## config.mk

```make
export PLATFORM = sky130hd
export DESIGN_NAME = op_share_arb
export DESIGN_NICKNAME = d
export VERILOG_FILES = /design/src/rtl/op_share_arb.sv
export SDC_FILE = /design/constraint.sdc
export NUM_CORES = 1
export LEC_CHECK = 0
export ABC_CLOCK_PERIOD_IN_PS = 3150
export CAP_MARGIN = 30
export CORE_ASPECT_RATIO = 1.2
export CORE_MARGIN = 2
export CORE_UTILIZATION = 36
export CTS_CLUSTER_DIAMETER = 200
export DETAILED_ROUTE_END_ITERATION = 6
export PLACE_DENSITY_LB_ADDON = 0.08
export SLEW_MARGIN = 25
export SYNTH_ARGS = -nofsm -noshare
export SYNTH_HDL_FRONTEND = slang
export SYNTH_SLANG_ARGS = --single-unit
```

## constraint.sdc

```tcl
create_clock -name CLK -period 3.15 [get_ports CLK]
set_input_delay 0.4725 -clock CLK [delete_from_list [all_inputs] [get_ports CLK]]
set_output_delay 0.4725 -clock CLK [all_outputs]
set_load 0.05 [all_outputs]
```

## src/rtl/op_share_arb.sv

```systemverilog
// op_share_arb: round-robin time-sharing of one fixed-latency operator
// among P requesters, with tag tracking and result routing.
module op_share_arb #(
   parameter  int N  = 16,
   parameter  int P  = 4,
   parameter  int L  = 1,
   localparam int TW = $clog2(P)
) (
   input  logic           CLK,
   input  logic           RST,
   input  logic           EN,
   input  logic [P-1:0]   REQ_R,
   input  logic [P*N-1:0] REQ_D,
   output logic [P-1:0]   ACK,
   output logic           OP_EN,
   output logic           OP_R_IN,
   output logic [N-1:0]   OP_D_IN,
   input  logic           OP_R_OUT,
   input  logic [N-1:0]   OP_D_OUT,
   output logic [P-1:0]   RSP_R,
   output logic [N-1:0]   RSP_D,
   output logic           ERR
);

   // Tag stage 0 rides alongside OP_R_IN; stage L lines up with OP_R_OUT.
   logic [TW-1:0] ptr_q, ptr_d;
   logic          op_r_q, op_r_d;
   logic [N-1:0]  op_d_q, op_d_d;
   logic [L:0]    tv_q, tv_d;
   logic [TW-1:0] tid_q [L+1];
   logic [TW-1:0] tid_d [L+1];
   logic          err_q, err_d;

   logic          found;
   logic          grant;
   logic [TW-1:0] win;
   logic [TW-1:0] idx;

   // Find the first pending requester at or after the pointer.
   always_comb begin
      found = 1'b0;
      win   = '0;
      idx   = '0;
      for (int k = 0; k < P; k++) begin
         idx = TW'((int'(ptr_q) + k) % P);
         if (!found && REQ_R[idx]) begin
            found = 1'b1;
            win   = idx;
         end
      end
   end

   assign grant = EN && !RST && found;

   // One-hot grant to the winner while enabled.
   always_comb begin
      ACK = '0;
      if (grant) ACK[win] = 1'b1;
   end

   // Next-state logic; EN low freezes everything.
   always_comb begin
      ptr_d  = ptr_q;
      op_r_d = op_r_q;
      op_d_d = op_d_q;
      tv_d   = tv_q;
      tid_d  = tid_q;
      err_d  = err_q;
      if (EN) begin
         op_r_d = grant;
         tv_d   = {tv_q[L-1:0], grant};
         tid_d[0] = win;
         for (int k = 1; k <= L; k++) tid_d[k] = tid_q[k-1];
         if (grant) begin
            op_d_d = REQ_D[int'(win)*N +: N];
            if (win == TW'(P-1)) ptr_d = '0;
            else                 ptr_d = win + TW'(1);
         end
         if (OP_R_OUT && !tv_q[L]) err_d = 1'b1;
      end
   end

   // State registers with asynchronous reset.
   always_ff @(posedge CLK or posedge RST) begin
      if (RST) begin
         ptr_q  <= '0;
         op_r_q <= 1'b0;
         op_d_q <= '0;
         tv_q   <= '0;
         tid_q  <= '{default: '0};
         err_q  <= 1'b0;
      end else begin
         ptr_q  <= ptr_d;
         op_r_q <= op_r_d;
         op_d_q <= op_d_d;
         tv_q   <= tv_d;
         tid_q  <= tid_d;
         err_q  <= err_d;
      end
   end

   // Route a returning result to the requester whose tag reached stage L.
   always_comb begin
      RSP_R = '0;
      if (OP_R_OUT && tv_q[L]) RSP_R[tid_q[L]] = 1'b1;
   end

   assign RSP_D   = OP_D_OUT;
   assign OP_EN   = EN;
   assign OP_R_IN = op_r_q;
   assign OP_D_IN = op_d_q;
   assign ERR     = err_q;

endmodule

```

==> results of run 1 <==
## report_power, final
group	internal, mW	switching, mW
sequential	0.444	0.0818
clock	0.0882	0.0993
combinational	0.477	0.649
## metal layers
| metal | wire length, µm | GRT usage [%] |
|---|---|---|
| met1 | 1550 | 19.4 |
| met2 | 2100 | 28.7 |
| met3 | 377 | 5.16 |
| met4 | 23 | 3.33 |
| met5 | 0 | 0 |
## how the worst max path moves through the flow
stage,startpoint,endpoint,slack [ps]
2_1_floorplan,RST,ACK[0],140
3_3_place_gp,REQ_R[2],ACK[2],460
3_5_place_dp,REQ_R[2],ACK[2],440
4_1_cts,REQ_R[2],ACK[2],440
5_1_grt,REQ_R[2],ACK[2],390
6_report,REQ_R[2],ACK[2],460
## final cells by class
| type | instances | area (µm²) |
|---|---|---|
| repair buffers | 102 | 1050 |
| clock buffers | 3 | 41.3 |
| inverters | 8 | 30.0 |
| well taps | 58 | 72.6 |
| multi-input cells | 105 | 787 |
| flip-flops and latches | 25 | 626 |
| clock inverters | 1 | 5.00 |
| fillers | 405 | 1880 |
## cells in the mapped netlist (all sizes together)
cell type  count  share of area [%]
dfrtp         25                 38
o32a           1                1.4
a21o           1               0.45
clkbuf         3               0.68
and3           2               0.83
buf           24                 12
nand2         24                5.4
a211o          1               0.53
o21ai          4                1.2
nor2           6                1.4
a21oi          3               0.91
inv            8                1.8
ha             1               0.76
nand2b         3                1.6
a31o           1               0.53
nand3          3               0.91
o221ai        16                8.5
nor2b          1               0.83
mux2           3                2.0
mux2i         32                 19
nor3           3               0.91
## sequential cells by signal, summed over array words and instances (netlist names)
name and flops:
OP_D_IN 16, tid_q 4, ptr_q 2, tv_q 2, ERR 1
## placed cells by master, fill, tap and decap left out, types with 4 or more instances in the layout
cell type / netlist / routed
sky130_fd_sc_hd__buf_12: 0 / 4
sky130_fd_sc_hd__buf_4: 17 / 4
sky130_fd_sc_hd__clkdlybuf4s50_1: 0 / 94
sky130_fd_sc_hd__dfrtp_1: 25 / 25
sky130_fd_sc_hd__inv_1: 7 / 7
sky130_fd_sc_hd__mux2i_1: 32 / 32
sky130_fd_sc_hd__nand2_1: 24 / 24
sky130_fd_sc_hd__nor2_1: 6 / 6
sky130_fd_sc_hd__o221ai_1: 16 / 16
## kinds of logic after synthesis
kind of cell,count (synthesis),share of synthesized area (%)
adder cells (fa/ha/maj),1,0.755
multiplexers,35,21.4
AO/OA/AOI/OAI,27,13.4
buffers and inverters,35,14.8
flip-flops,25,37.8
AND/OR/NAND/NOR,42,11.9
## through the flow
| step | setup WS [ps] | hold slack (ps) | cells |
|---|---|---|---|
| after floorplan | 145 | 449 | 165 |
| after CTS | 440 | 493 | 302 |
| after global routing | 393 | 513 | 302 |
| final | 459 | 482 | 302 |
| after detailed placement | 441 | 472 | 298 |
| after global placement | 456 | 465 | 298 |
## worst max-delay path, stage by stage
cell and delay [ps]:
sky130_fd_sc_hd__clkdlybuf4s50_1 440, sky130_fd_sc_hd__nor2b_4 150, sky130_fd_sc_hd__a21o_1 150, sky130_fd_sc_hd__a211o_2 360, sky130_fd_sc_hd__buf_4 250, sky130_fd_sc_hd__and3_1 250
sky130_fd_sc_hd__buf_12 150
==> run summary, run 1 <==
## Run status
- completed — outcome

## Global routing
- 1470 — via count of the first global-routing pass
- 0 — total grt overflow
- 26 — pin count of the biggest net entering global routing
- 16.4% — GR Util All Layers
- 6.74 mm — first-pass GRT wire length
- 0 — antenna violations before repair

## Critical path
- 21 — Worst Path Max Fanout
- ptr_q[1] — Reg2Reg Launch Point
- OP_D_IN[9] — capture point of the worst reg-to-reg path
- 2680 ps — required time reported for the critical path endpoint
- 4 — logic depth of the worst register-to-register path
- 2220 ps — arrival time worst endpoint
- in2out — type of the setup path with the least slack
- primary input — Startpoint Class
- 1410 ps — Register-to-Register Setup Slack
- output port — capturing element type of the critical path

## Synthesis
- 28 — count of cell types in the netlist
- 37.8% — sequential cell area fraction in the yosys report
- 254 — number of nets in the synthesized netlist
- 10.0 µm² — Avg Synthesized Cell Area
- 0 — synth warn
- 165 — post-synthesis instance total
- 1660 µm² — cell area after technology mapping
- 25 — total of flip-flops plus latches after synthesis

## Floorplanning
- 36.9% — Initial Utilization
- 27 — number of rows in the core area
- 65.9 µm — die width
- 78.3 µm — Die H
- 4490 µm² — core outline area
- 131 — Boundary Pins
- 5160 µm² — area of the die

## Layout
- 9.02% — share of post-route cells with drive strength above 1
- 0 — antenna diode count
- 57.7% — Syn-to-layout area delta
- 2610 µm² — fin area
- 334 — number of nets in the layout
- 58.1% — final core area utilization

## Routing
- 4.05 mm — Routed Wire Length
- 1484 — count of vias placed by the detailed router
- 4 — DR pass1 iterations
- 0 — Remaining DRCs
- 69 — drt initial violations
- 0 — number of routed nets with antenna violations
- 13.4 µm — post-DR wirelength/cell
- 4.91 — detail-routed via count per cell

## Run
- 0 — number of violations of the max-capacitance limit

## CTS
- 90 ps — clock input transition at the sequential cells of the worst setup and hold paths
- 25 — total clock sinks
- 0 — Hold-fix buffers, CTS
- sky130_fd_sc_hd__clkbuf_8 — clk root buf
- 1 — H-tree lvl count
- 3 — cts bufs inserted
- done — TritonCTS clock tree
- 0 — Post-CTS Setup Inserts
- 0 — post-cts resize count
- 260 ps — Skew-Pair Late Insertion Delay
- 2 — Max Buffers Root-to-Sink

## Min path
- reg2reg — path category of the worst min-delay check
- ERR — Hold EP
- ERR — startpoint of the most critical hold path
- 1 — Hold Path Stages

## Place
- 3.22 mm — sum of net half-perimeters after detailed placement
- 2570 µm² — post-detailed-placement cell area
- 98 — number of buffers inserted by port buffering
- 0.795 — RD Place Congestion

## STA
- 607 ps — worst-margin pin slew
- 0 — final setup fails
- 372 MHz — maximum frequency from static timing analysis
- 0 ps — Fin Setup TNS
- 3.33 ps — worst-case clock skew
- 59.4% — worst slew margin relative to its limit
- 0 — endpoints failing hold
- false — RSZ-0062 raised after global routing
- 85.4% — period utilisation layout
- 0 — Final Max Slew Viols
- 2690 ps — minimum clock period after layout

## Power
- 1.84 mW — post-layout power
- 1.18 nW — leakage power summed over all cells
- 0.000393 V — maximum ir drop on the vdd rail
- 704 nW/µm² — pwr dens

Power figures use the tool's default switching activity.
==> inputs of run 2 (changes only) <==
--- a/config.mk
+++ b/config.mk
@@ -9,10 +9,11 @@
 export CAP_MARGIN = 30
 export CORE_ASPECT_RATIO = 1.2
 export CORE_MARGIN = 2
-export CORE_UTILIZATION = 36
+export CORE_UTILIZATION = 35
 export CTS_CLUSTER_DIAMETER = 200
 export DETAILED_ROUTE_END_ITERATION = 6
 export PLACE_DENSITY_LB_ADDON = 0.08
+export RECOVER_POWER = 50
 export SLEW_MARGIN = 25
 export SYNTH_ARGS = -nofsm -noshare
 export SYNTH_HDL_FRONTEND = slang
==> run 2 against run 1 <==
Effect of this change:
- cell count unchanged
- worst setup slack worse by 130 ps
- clock skew up 3.8 ps
- combinational power about the same
- utilization down 0.94 points
- clock power up 2%
- critical path type unchanged
==> run summary, run 2 (synthesis gave the netlist of run 1 again) <==
## Critical path
- 3 — worst path bufs/invs, unchanged
- 2680 ps — required time reported for the critical path endpoint, about the same
- 570 ps — stage delay of the slowest cell on the critical path, was 440 ps
- 21 — Worst Path Max Fanout, unchanged
- in2out — type of the setup path with the least slack, unchanged
- dlygate4sd3_1, nor2b_4, a21o_1, a211o_2, buf_4, and3_1, buf_12 — cell chain of the critical path, was clkdlybuf4s50_1, nor2b_4, a21o_1, a211o_2, buf_4, and3_1, buf_12
- primary input — Startpoint Class, unchanged
- ptr_q[0] — Reg2Reg Launch Point, was ptr_q[1]
- OP_D_IN[6] — capture point of the worst reg-to-reg path, was OP_D_IN[9]
- 6 — logic depth of the worst register-to-register path, was 4
- output port — capturing element type of the critical path, unchanged
- 2350 ps — arrival time worst endpoint, was 2220 ps
- sky130_fd_sc_hd__dlygate4sd3_1 — worst-path cell with the longest stage delay, was sky130_fd_sc_hd__clkdlybuf4s50_1
- 1390 ps — Register-to-Register Setup Slack, was 1410 ps
- REQ_R[2] — worst setup path start, unchanged
- buffers and inverters — cell family contributing the most delay on the critical path, unchanged

## Min path
- ERR — startpoint of the most critical hold path, unchanged
- ERR — Hold EP, unchanged
- 1 — Hold Path Stages, unchanged
- reg2reg — path category of the worst min-delay check, unchanged

## Place
- 298 — number of instances in the placed design, unchanged
- 439 ps — Worst Setup Slack post-DPL, was 441 ps
- 3.39 mm — sum of net half-perimeters after detailed placement, was 3.22 mm
- 98 — number of buffers inserted by port buffering, unchanged
- 0.833 — RD Place Congestion, was 0.795

## Global routing
- met2 — highest-utilization routing layer at the global route stage, unchanged
- 6.58 mm — first-pass GRT wire length, was 6.74 mm
- 18.2% — met1 demand-to-capacity share in global routing, was 19.4%
- 4.11% — met3 track utilization from global routing, was 5.16%
- 0 — antenna violations before repair, unchanged
- 16.3% — GR Util All Layers, was 16.4%
- 22 — pin count of the biggest net entering global routing, was 26
- 1436 — via count of the first global-routing pass, was 1470
- 29.4% — met2 usage, was 28.7%
- 0 — total grt overflow, unchanged

## Run status
- completed — outcome, unchanged

## Routing
- 1475 — count of vias placed by the detailed router, was 1484
- 0 — number of routed nets with antenna violations, unchanged
- 4.88 — detail-routed via count per cell, was 4.91
- 0 — Remaining DRCs, unchanged
- 63 — drt initial violations, was 69
- 14.4 µm — post-DR wirelength/cell, was 13.4 µm
- 4 — DR pass1 iterations, unchanged
- 4.34 mm — Routed Wire Length, was 4.05 mm

## Power
- 61.0% — proportion of power drawn by combinational gates, was 61.2%
- 1.01 mW — internal power, about the same
- 710 nW/µm² — pwr dens, was 704 nW/µm²
- 0.000448 V — maximum ir drop on the vdd rail, was 0.000393 V
- 28.6% — share of power burned in registers, about the same
- 0.843 mW — switching power summed over all nets, was 0.830 mW
- 1.17 nW — leakage power summed over all cells, was 1.18 nW
- 10.4% — share of total power in the clock network, was 10.2%
- 45.5% — proportion of total power due to net switching, was 45.1%

## STA
- 0 — endpoints failing hold, unchanged
- 89.5% — period utilisation layout, was 85.4%
- 355 MHz — maximum frequency from static timing analysis, was 372 MHz
- 0 — final setup fails, unchanged
- 7.17 ps — worst-case clock skew, was 3.33 ps
- 0 — Final Max Slew Viols, unchanged
- 2820 ps — minimum clock period after layout, was 2690 ps
- 0 ps — Fin Setup TNS, unchanged
- false — RSZ-0062 raised after global routing, unchanged
- 1070 ps — worst-margin pin slew, was 607 ps
- 331 ps — PnR worst setup slack, was 459 ps
- 28.4% — worst slew margin relative to its limit, was 59.4%

## CTS
- done — TritonCTS clock tree, unchanged
- sky130_fd_sc_hd__clkbuf_8 — clk root buf, unchanged
- 3 — cts bufs inserted, unchanged
- 0 — post-cts resize count, unchanged
- 1 — H-tree lvl count, unchanged
- 2 — Max Buffers Root-to-Sink, unchanged
- 270 ps — Skew-Pair Late Insertion Delay, was 260 ps
- 0 — Post-CTS Setup Inserts, unchanged
- 25 — total clock sinks, unchanged
- 80 ps — clock input transition at the sequential cells of the worst setup and hold paths, was 90 ps
- 0 — Hold-fix buffers, CTS, unchanged

## Floorplanning
- 27 — number of rows in the core area, unchanged
- 5300 µm² — area of the die, was 5160 µm²
- 66.8 µm — die width, was 65.9 µm
- 36.3% — Initial Utilization, was 36.9%
- 79.4 µm — Die H, was 78.3 µm
- 4560 µm² — core outline area, was 4490 µm²
- 131 — Boundary Pins, unchanged

## Layout
- 302 — number of cells in the finished layout apart from fillers, unchanged
- 0 — antenna diode count, unchanged
- 334 — number of nets in the layout, unchanged
- sky130_fd_sc_hd__clkdlybuf4s50_1 — most common cell after layout, fill and taps aside, unchanged
- 57.5% — Syn-to-layout area delta, was 57.7%
- sky130_fd_sc_hd__clkdlybuf4s50_1 (91), sky130_fd_sc_hd__mux2i_1 (32), sky130_fd_sc_hd__dfrtp_1 (25), sky130_fd_sc_hd__nand2_1 (24), sky130_fd_sc_hd__o221ai_1 (16) — commonest cells after routing, fill and taps aside, was sky130_fd_sc_hd__clkdlybuf4s50_1 (94), sky130_fd_sc_hd__mux2i_1 (32), sky130_fd_sc_hd__dfrtp_1 (25), sky130_fd_sc_hd__nand2_1 (24), sky130_fd_sc_hd__o221ai_1 (16)
- 57.2% — final core area utilization, was 58.1%
- 16 — max reg flops, unchanged
- 8.61% — share of post-route cells with drive strength above 1, was 9.02%

## Run
- 0 — number of violations of the max-capacitance limit, unchanged

## run 2: changes by cell type in the layout (fill, tap and decap cells not counted), sizes merged
cell           change
buf                -1
clkbuf             +1
clkdlybuf4s50      -3
dlygate4sd3        +3
## run 2: power by group through the flow
stage	combinational (mW)	clock [mW]	sequential (mW)
after floorplan	0.538	0	0.832
after global placement	1.14	0	0.531
after detailed placement	1.14	0	0.532
after CTS	1.15	0.198	0.529
after global routing	1.20	0.210	0.544
final	1.13	0.192	0.530
## run 2: how the worst max path moves through the flow
stage               endpoint  slack [ps]  depth (start not counted)
global route          ACK[2]         270                          7
finish                ACK[2]         330                          7
global placement      ACK[2]         460                          7
floorplan             ACK[0]         140                          4
detailed placement    ACK[2]         440                          7
CTS                   ACK[2]         440                          7
## run 2: area by class of cell
cell class | count | area (µm²)
Fill cell | 413 | 1950
Timing Repair Buffer | 102 | 1050
Clock inverter | 1 | 5.00
Multi-Input combinational cell | 105 | 787
Clock buffer | 3 | 41.3
Sequential cell | 25 | 626
Tap cell | 58 | 72.6
Inverter | 8 | 30.0
## run 2: through the flow
| stage | hold slack (ps) | power (mW) | instance area (µm²) |
|---|---|---|---|
| finish | 481 | 1.85 | 2610 |
| global route | 507 | 1.96 | 2610 |
| CTS | 443 | 1.87 | 2610 |
| detailed placement | 463 | 1.68 | 2570 |
| global placement | 461 | 1.67 | 2570 |
| floorplan | 449 | 1.37 | 1660 |
## run 2: worst reg2reg max path, delay by kind of cell, from the launching register on
family,cells,cell delay [ps]
compound gates,3,440
flops,1,430
buf+inv,1,320
mux,1,280
simple gates,1,160
## run 2: routing by layer
layer / share of wire [%] / routed length, µm
met5: 0 / 0
met3: 8.0 / 349
met4: 1.3 / 55
met1: 39 / 1680
met2: 52 / 2250
==> inputs of run 3 (changes only) <==
--- a/config.mk
+++ b/config.mk
@@ -12,6 +12,7 @@
 export CORE_UTILIZATION = 35
 export CTS_CLUSTER_DIAMETER = 200
 export DETAILED_ROUTE_END_ITERATION = 6
+export MAX_ROUTING_LAYER = met4
 export PLACE_DENSITY_LB_ADDON = 0.08
 export RECOVER_POWER = 50
 export SLEW_MARGIN = 25
==> run 3 against run 2 <==
Effect of this change:
- register-to-register slack hardly changed
- sequential power hardly changed
- cell count did not move
- clock power about the same
- cell area unchanged
- critical endpoint unchanged
- total power about the same
- count of clock-buffer cells in the layout unchanged
- die area unchanged
- clock skew down 0.66 ps
==> run summary, run 3 (synthesis gave the netlist of run 1 again) <==
## Run status
- completed — outcome, unchanged

## STA
- 0 ps — Fin Setup TNS, unchanged
- false — RSZ-0062 raised after global routing, unchanged
- 2820 ps — minimum clock period after layout, about the same
- 0 — Final Max Slew Viols, unchanged
- 6.51 ps — worst-case clock skew, was 7.17 ps
- 482 ps — worst hold margin, was 481 ps
- 355 MHz — maximum frequency from static timing analysis, about the same
- 0 — endpoints failing hold, unchanged
- 0 — final setup fails, unchanged
- 331 ps — PnR worst setup slack, about the same
- 28.4% — worst slew margin relative to its limit, about the same
- 89.5% — period utilisation layout, about the same
- 1070 ps — worst-margin pin slew, about the same

## Place
- 298 — number of instances in the placed design, unchanged
- 439 ps — Worst Setup Slack post-DPL, unchanged
- 3.39 mm — sum of net half-perimeters after detailed placement, unchanged
- 98 — number of buffers inserted by port buffering, unchanged
- 0.846 — RD Place Congestion, was 0.833
- 2570 µm² — post-detailed-placement cell area, unchanged

## Routing
- 1485 — count of vias placed by the detailed router, was 1475
- 4 — DR pass1 iterations, unchanged
- 76 — drt initial violations, was 63
- 0 — Remaining DRCs, unchanged
- 14.5 µm — post-DR wirelength/cell, was 14.4 µm
- 4.39 mm — Routed Wire Length, was 4.34 mm
- 0 — number of routed nets with antenna violations, unchanged
- 4.92 — detail-routed via count per cell, was 4.88

## Global routing
- 1432 — via count of the first global-routing pass, was 1436
- 0 — antenna violations before repair, unchanged
- 16.7% — GR Util All Layers, was 16.3%
- 22 — pin count of the biggest net entering global routing, unchanged
- 0 — total grt overflow, unchanged
- 6.58 mm — first-pass GRT wire length, unchanged

## Floorplanning
- 4560 µm² — core outline area, unchanged
- 131 — Boundary Pins, unchanged
- 5300 µm² — area of the die, unchanged
- 36.3% — Initial Utilization, unchanged
- 79.4 µm — Die H, unchanged
- 66.8 µm — die width, unchanged
- 27 — number of rows in the core area, unchanged

## Critical path
- 2350 ps — arrival time worst endpoint, about the same
- 2680 ps — required time reported for the critical path endpoint, about the same
- in2out — type of the setup path with the least slack, unchanged
- sky130_fd_sc_hd__dlygate4sd3_1 — worst-path cell with the longest stage delay, unchanged
- 570 ps — stage delay of the slowest cell on the critical path, about the same
- primary input — Startpoint Class, unchanged
- output port — capturing element type of the critical path, unchanged
- 21 — Worst Path Max Fanout, unchanged
- dlygate4sd3_1, nor2b_4, a21o_1, a211o_2, buf_4, and3_1, buf_12 — cell chain of the critical path, unchanged

## CTS
- 0 — Hold-fix buffers, CTS, unchanged
- sky130_fd_sc_hd__clkbuf_8 — clk root buf, unchanged
- 0 — post-cts resize count, unchanged
- 1 — H-tree lvl count, unchanged
- 3 — cts bufs inserted, unchanged
- 80 ps — clock input transition at the sequential cells of the worst setup and hold paths, about the same
- 25 — total clock sinks, unchanged
- done — TritonCTS clock tree, unchanged
- 0 — Post-CTS Setup Inserts, unchanged
- 2 — Max Buffers Root-to-Sink, unchanged
- 270 ps — Skew-Pair Late Insertion Delay, about the same

## Layout
- 0 — antenna diode count, unchanged
- 57.2% — final core area utilization, unchanged
- 8.61% — share of post-route cells with drive strength above 1, unchanged
- 16 — max reg flops, unchanged
- 413 — Filler Cell Count, unchanged
- 334 — number of nets in the layout, unchanged
- 2610 µm² — fin area, unchanged
- sky130_fd_sc_hd__clkdlybuf4s50_1 — most common cell after layout, fill and taps aside, unchanged
- sky130_fd_sc_hd__clkdlybuf4s50_1 (91), sky130_fd_sc_hd__mux2i_1 (32), sky130_fd_sc_hd__dfrtp_1 (25), sky130_fd_sc_hd__nand2_1 (24), sky130_fd_sc_hd__o221ai_1 (16) — commonest cells after routing, fill and taps aside, unchanged
- 57.5% — Syn-to-layout area delta, unchanged
- 302 — number of cells in the finished layout apart from fillers, unchanged

## Run
- 0 — number of violations of the max-capacitance limit, unchanged

## Power
- 710 nW/µm² — pwr dens, about the same
- 0.000448 V — maximum ir drop on the vdd rail, about the same
- 1.17 nW — leakage power summed over all cells, unchanged
- 1.85 mW — post-layout power, about the same

## Min path
- reg2reg — path category of the worst min-delay check, unchanged

==> run 3: cell counts in the layout (fill, tap and decap cells not counted) <==
Identical to the previous run, type by type.
==> run 3: critical path, delay by kind of cell <==
| family | cells | cell delay, ps |
|---|---|---|
| buffers and inverters | 3 | 970 |
| AOI/OAI and AO/OA | 2 | 500 |
| and+or+nand+nor | 2 | 400 |
==> run 3: final cells by class <==
| cell class | count | area (µm²) | share of cell area [%] |
|---|---|---|---|
| multi-input combinational | 105 | 787 | 30.2 |
| clock buffer | 3 | 41.3 | 1.58 |
| clock inverter | 1 | 5.00 | 0.192 |
| timing repair buffer | 102 | 1050 | 40.1 |
| inverter | 8 | 30.0 | 1.15 |
| tap | 58 | 72.6 | 2.78 |
| sequential | 25 | 626 | 24.0 |
==> run 3: where the power goes <==
part / leakage (nW) / switching [mW] / internal (mW) / total [mW]
registers: 0.305 / 0.0854 / 0.444 / 0.530
logic: 0.844 / 0.655 / 0.476 / 1.13
clock network: 0.0255 / 0.103 / 0.0885 / 0.192
total: 1.17 / 0.844 / 1.01 / 1.85
==> run 3: worst paths after layout <==
kind	start	endpoint	slack, ps	cells past startpoint
setup / recovery	REQ_R[2]	ACK[2]	330	7
hold / removal	ERR	ERR	480	1
setup reg to reg	ptr_q[0]	OP_D_IN[6]	1390	6
hold reg to reg	ERR	ERR	480	1
max in group asynchronous	RST	tid_q[1]	1310	3
min in group asynchronous	RST	ptr_q[1]	580	2
==> run 3: per-layer routing <==
| layer | global-route usage [%] | up-vias | share of wire (%) |
|---|---|---|---|
| li1 | - | 729 | - |
| met1 | 18.7 | 678 | 40 |
| met2 | 29.4 | 72 | 51 |
| met3 | 3.26 | 6 | 7.0 |
| met4 | 5.51 | 0 | 2.1 |
| met5 | - | - | 0 |
==> RTL change (flow settings as in run 3) <==
The parameter `N` goes from 16 to 17.
--- a/src/rtl/op_share_arb.sv
+++ b/src/rtl/op_share_arb.sv
@@ -1,7 +1,7 @@
 // op_share_arb: round-robin time-sharing of one fixed-latency operator
 // among P requesters, with tag tracking and result routing.
 module op_share_arb #(
-   parameter  int N  = 16,
+   parameter  int N  = 17,
    parameter  int P  = 4,
    parameter  int L  = 1,
    localparam int TW = $clog2(P)
Ports: changed (resized OP_D_IN, OP_D_OUT, REQ_D and RSP_D); port bits go from 131 to 138. No check against the original RTL was run, so the function may have changed too.
==> RTL change against run 3 <==
- design area increased by 3.3%
- critical path depth unchanged
- synthesized area increased by 2.5%
- wire length increased by 1.2%
- sequential cell count increased by 1
- utilization increased by 1.0 points
- clock skew decreased by 3.9 ps
- global-route usage increased by 0.88 points
- power decreased by 5.1%
- synthesized cell count increased by 1.8%
- combinational power decreased by 7%
- worst setup slack improved by 47 ps
- sequential power decreased by 1%
- highest routed layer unchanged
==> RTL change: results (changes against run 3) <==
Starting DRT DRC Count: 113 (+49%)
Total vias in the final route: 1,558 (+4.9%)
First-pass GRT wire length: 7070 µm (+7.3%)
Synth Instances: 168 (+1.8%)
Synth cell count leaders: 34 x mux2i_1, 26 x dfrtp_1, 20 x buf_4, 20 x nand2_1, 17 x o221ai_1
Port buffer count: 103 (+5.1%)
Vias per Instance: 5.04 (+2.5%)
Worst EP arrival: 2300 ps (-50 ps)
DRT Wirelength: 4440 µm (+1.2%)
Flip-flop count of the largest register after layout: 17 (+1)
Max FO, Critical Path: 22 (+4.8%)
FILL cells: 423 (+2.4%)
Worst-Margin Slew: 1400 ps (+328 ps)
Synth top area cells: dfrtp_1 38%, mux2i_1 20%, buf_4 8.8%
Final Skew: 2.63 ps (-3.88 ps)
Global-route total usage across every layer: 0.176 (+0.00875)
Seq/Total Area, Yosys: 0.383 (+0.00555)
Status: complete, no violations
Syn_nets: 262 (+3.1%)
Number of instances in the placed design: 306 (+2.7%)
Layout cells sized above 1: 0.0757 (-0.0104)
Post-synthesis cell type count: 27 (-3.6%)
CTS HTree Levels: 1 (unchanged)
Largest net degree at the start of global routing: 27 (+23%)
Static leakage: 1.16 nW (-1.4%)
## RTL change: cell types whose count changed after synthesis, moves of 2 or more
cell     change
buf_4        +3
nand2_1      -4
buf_6        -3
buf_2        +3
mux2i_1      +2
## RTL change: kinds of logic (layout without fill, tap and decap cells)
logic type	after synthesis	count (layout)	share of synthesized area
AO/OA/AOI/OAI	29	29	0.136
AND/OR/NAND/NOR	36	36	0.0906
multiplexers	38	38	0.227
buffers and inverters	38	121	0.156
flip-flops	26	26	0.383
adder cells (fa/ha/maj)	1	1	0.00737
## RTL change: metrics by stage
stage,setup slack (ps),total power [mW]
after CTS,454,1.78
after detailed placement,454,1.59
after global placement,487,1.59
after floorplan,150,1.30
after global routing,212,1.86
final,378,1.76
## RTL change: worst paths after layout
check / start / endpoint / slack, ps / cells past startpoint
min: ERR$_DFFE_PP0P_ / ERR$_DFFE_PP0P_ / 480 / 1
min in group asynchronous: RST / OP_D_IN[10]$_DFFE_PP0P_ / 1180 / 3
max reg2reg: ptr_q[1]$_DFFE_PP0P_ / OP_D_IN[8]$_DFFE_PP0P_ / 1140 / 6
max: EN / ACK[1] / 380 / 7
max in group asynchronous: RST / OP_D_IN[11]$_DFFE_PP0P_ / 1150 / 3
min reg2reg: ERR$_DFFE_PP0P_ / ERR$_DFFE_PP0P_ / 480 / 1
## RTL change: final cells by class
class	count	area (µm²)	area share
Sequential cell	26	651	0.242
Clock buffer	3	41.3	0.0153
Multi-Input combinational cell	104	783	0.291
Tap cell	58	72.6	0.0269
Timing Repair Buffer	110	1120	0.414
Inverter	8	30.0	0.0111
## RTL change: power by group
part | total (mW) | switching [mW] | internal, mW | leakage, nW
clock network | 0.187 | 0.101 | 0.0856 | 0.0216
logic | 1.05 | 0.610 | 0.438 | 0.822
registers | 0.524 | 0.0735 | 0.450 | 0.315
## RTL change: worst max-delay path, cell delays in order
cell and delay [ps]:
dlygate4sd3_1 520, clkbuf_1 350, nand3_1 150, buf_4 250, nand2b_1 180, nor2_1 190
buf_12 170
## RTL change: metal layers
metal	share of wire	vias to the layer above	routed length, µm	GRT usage
li1	-	750	-	-
met5	0	-	0	-
met3	0.084	2	375	0.0518
met2	0.49	75	2190	0.277
met4	0.0043	0	19	0.0429
met1	0.42	731	1850	0.219
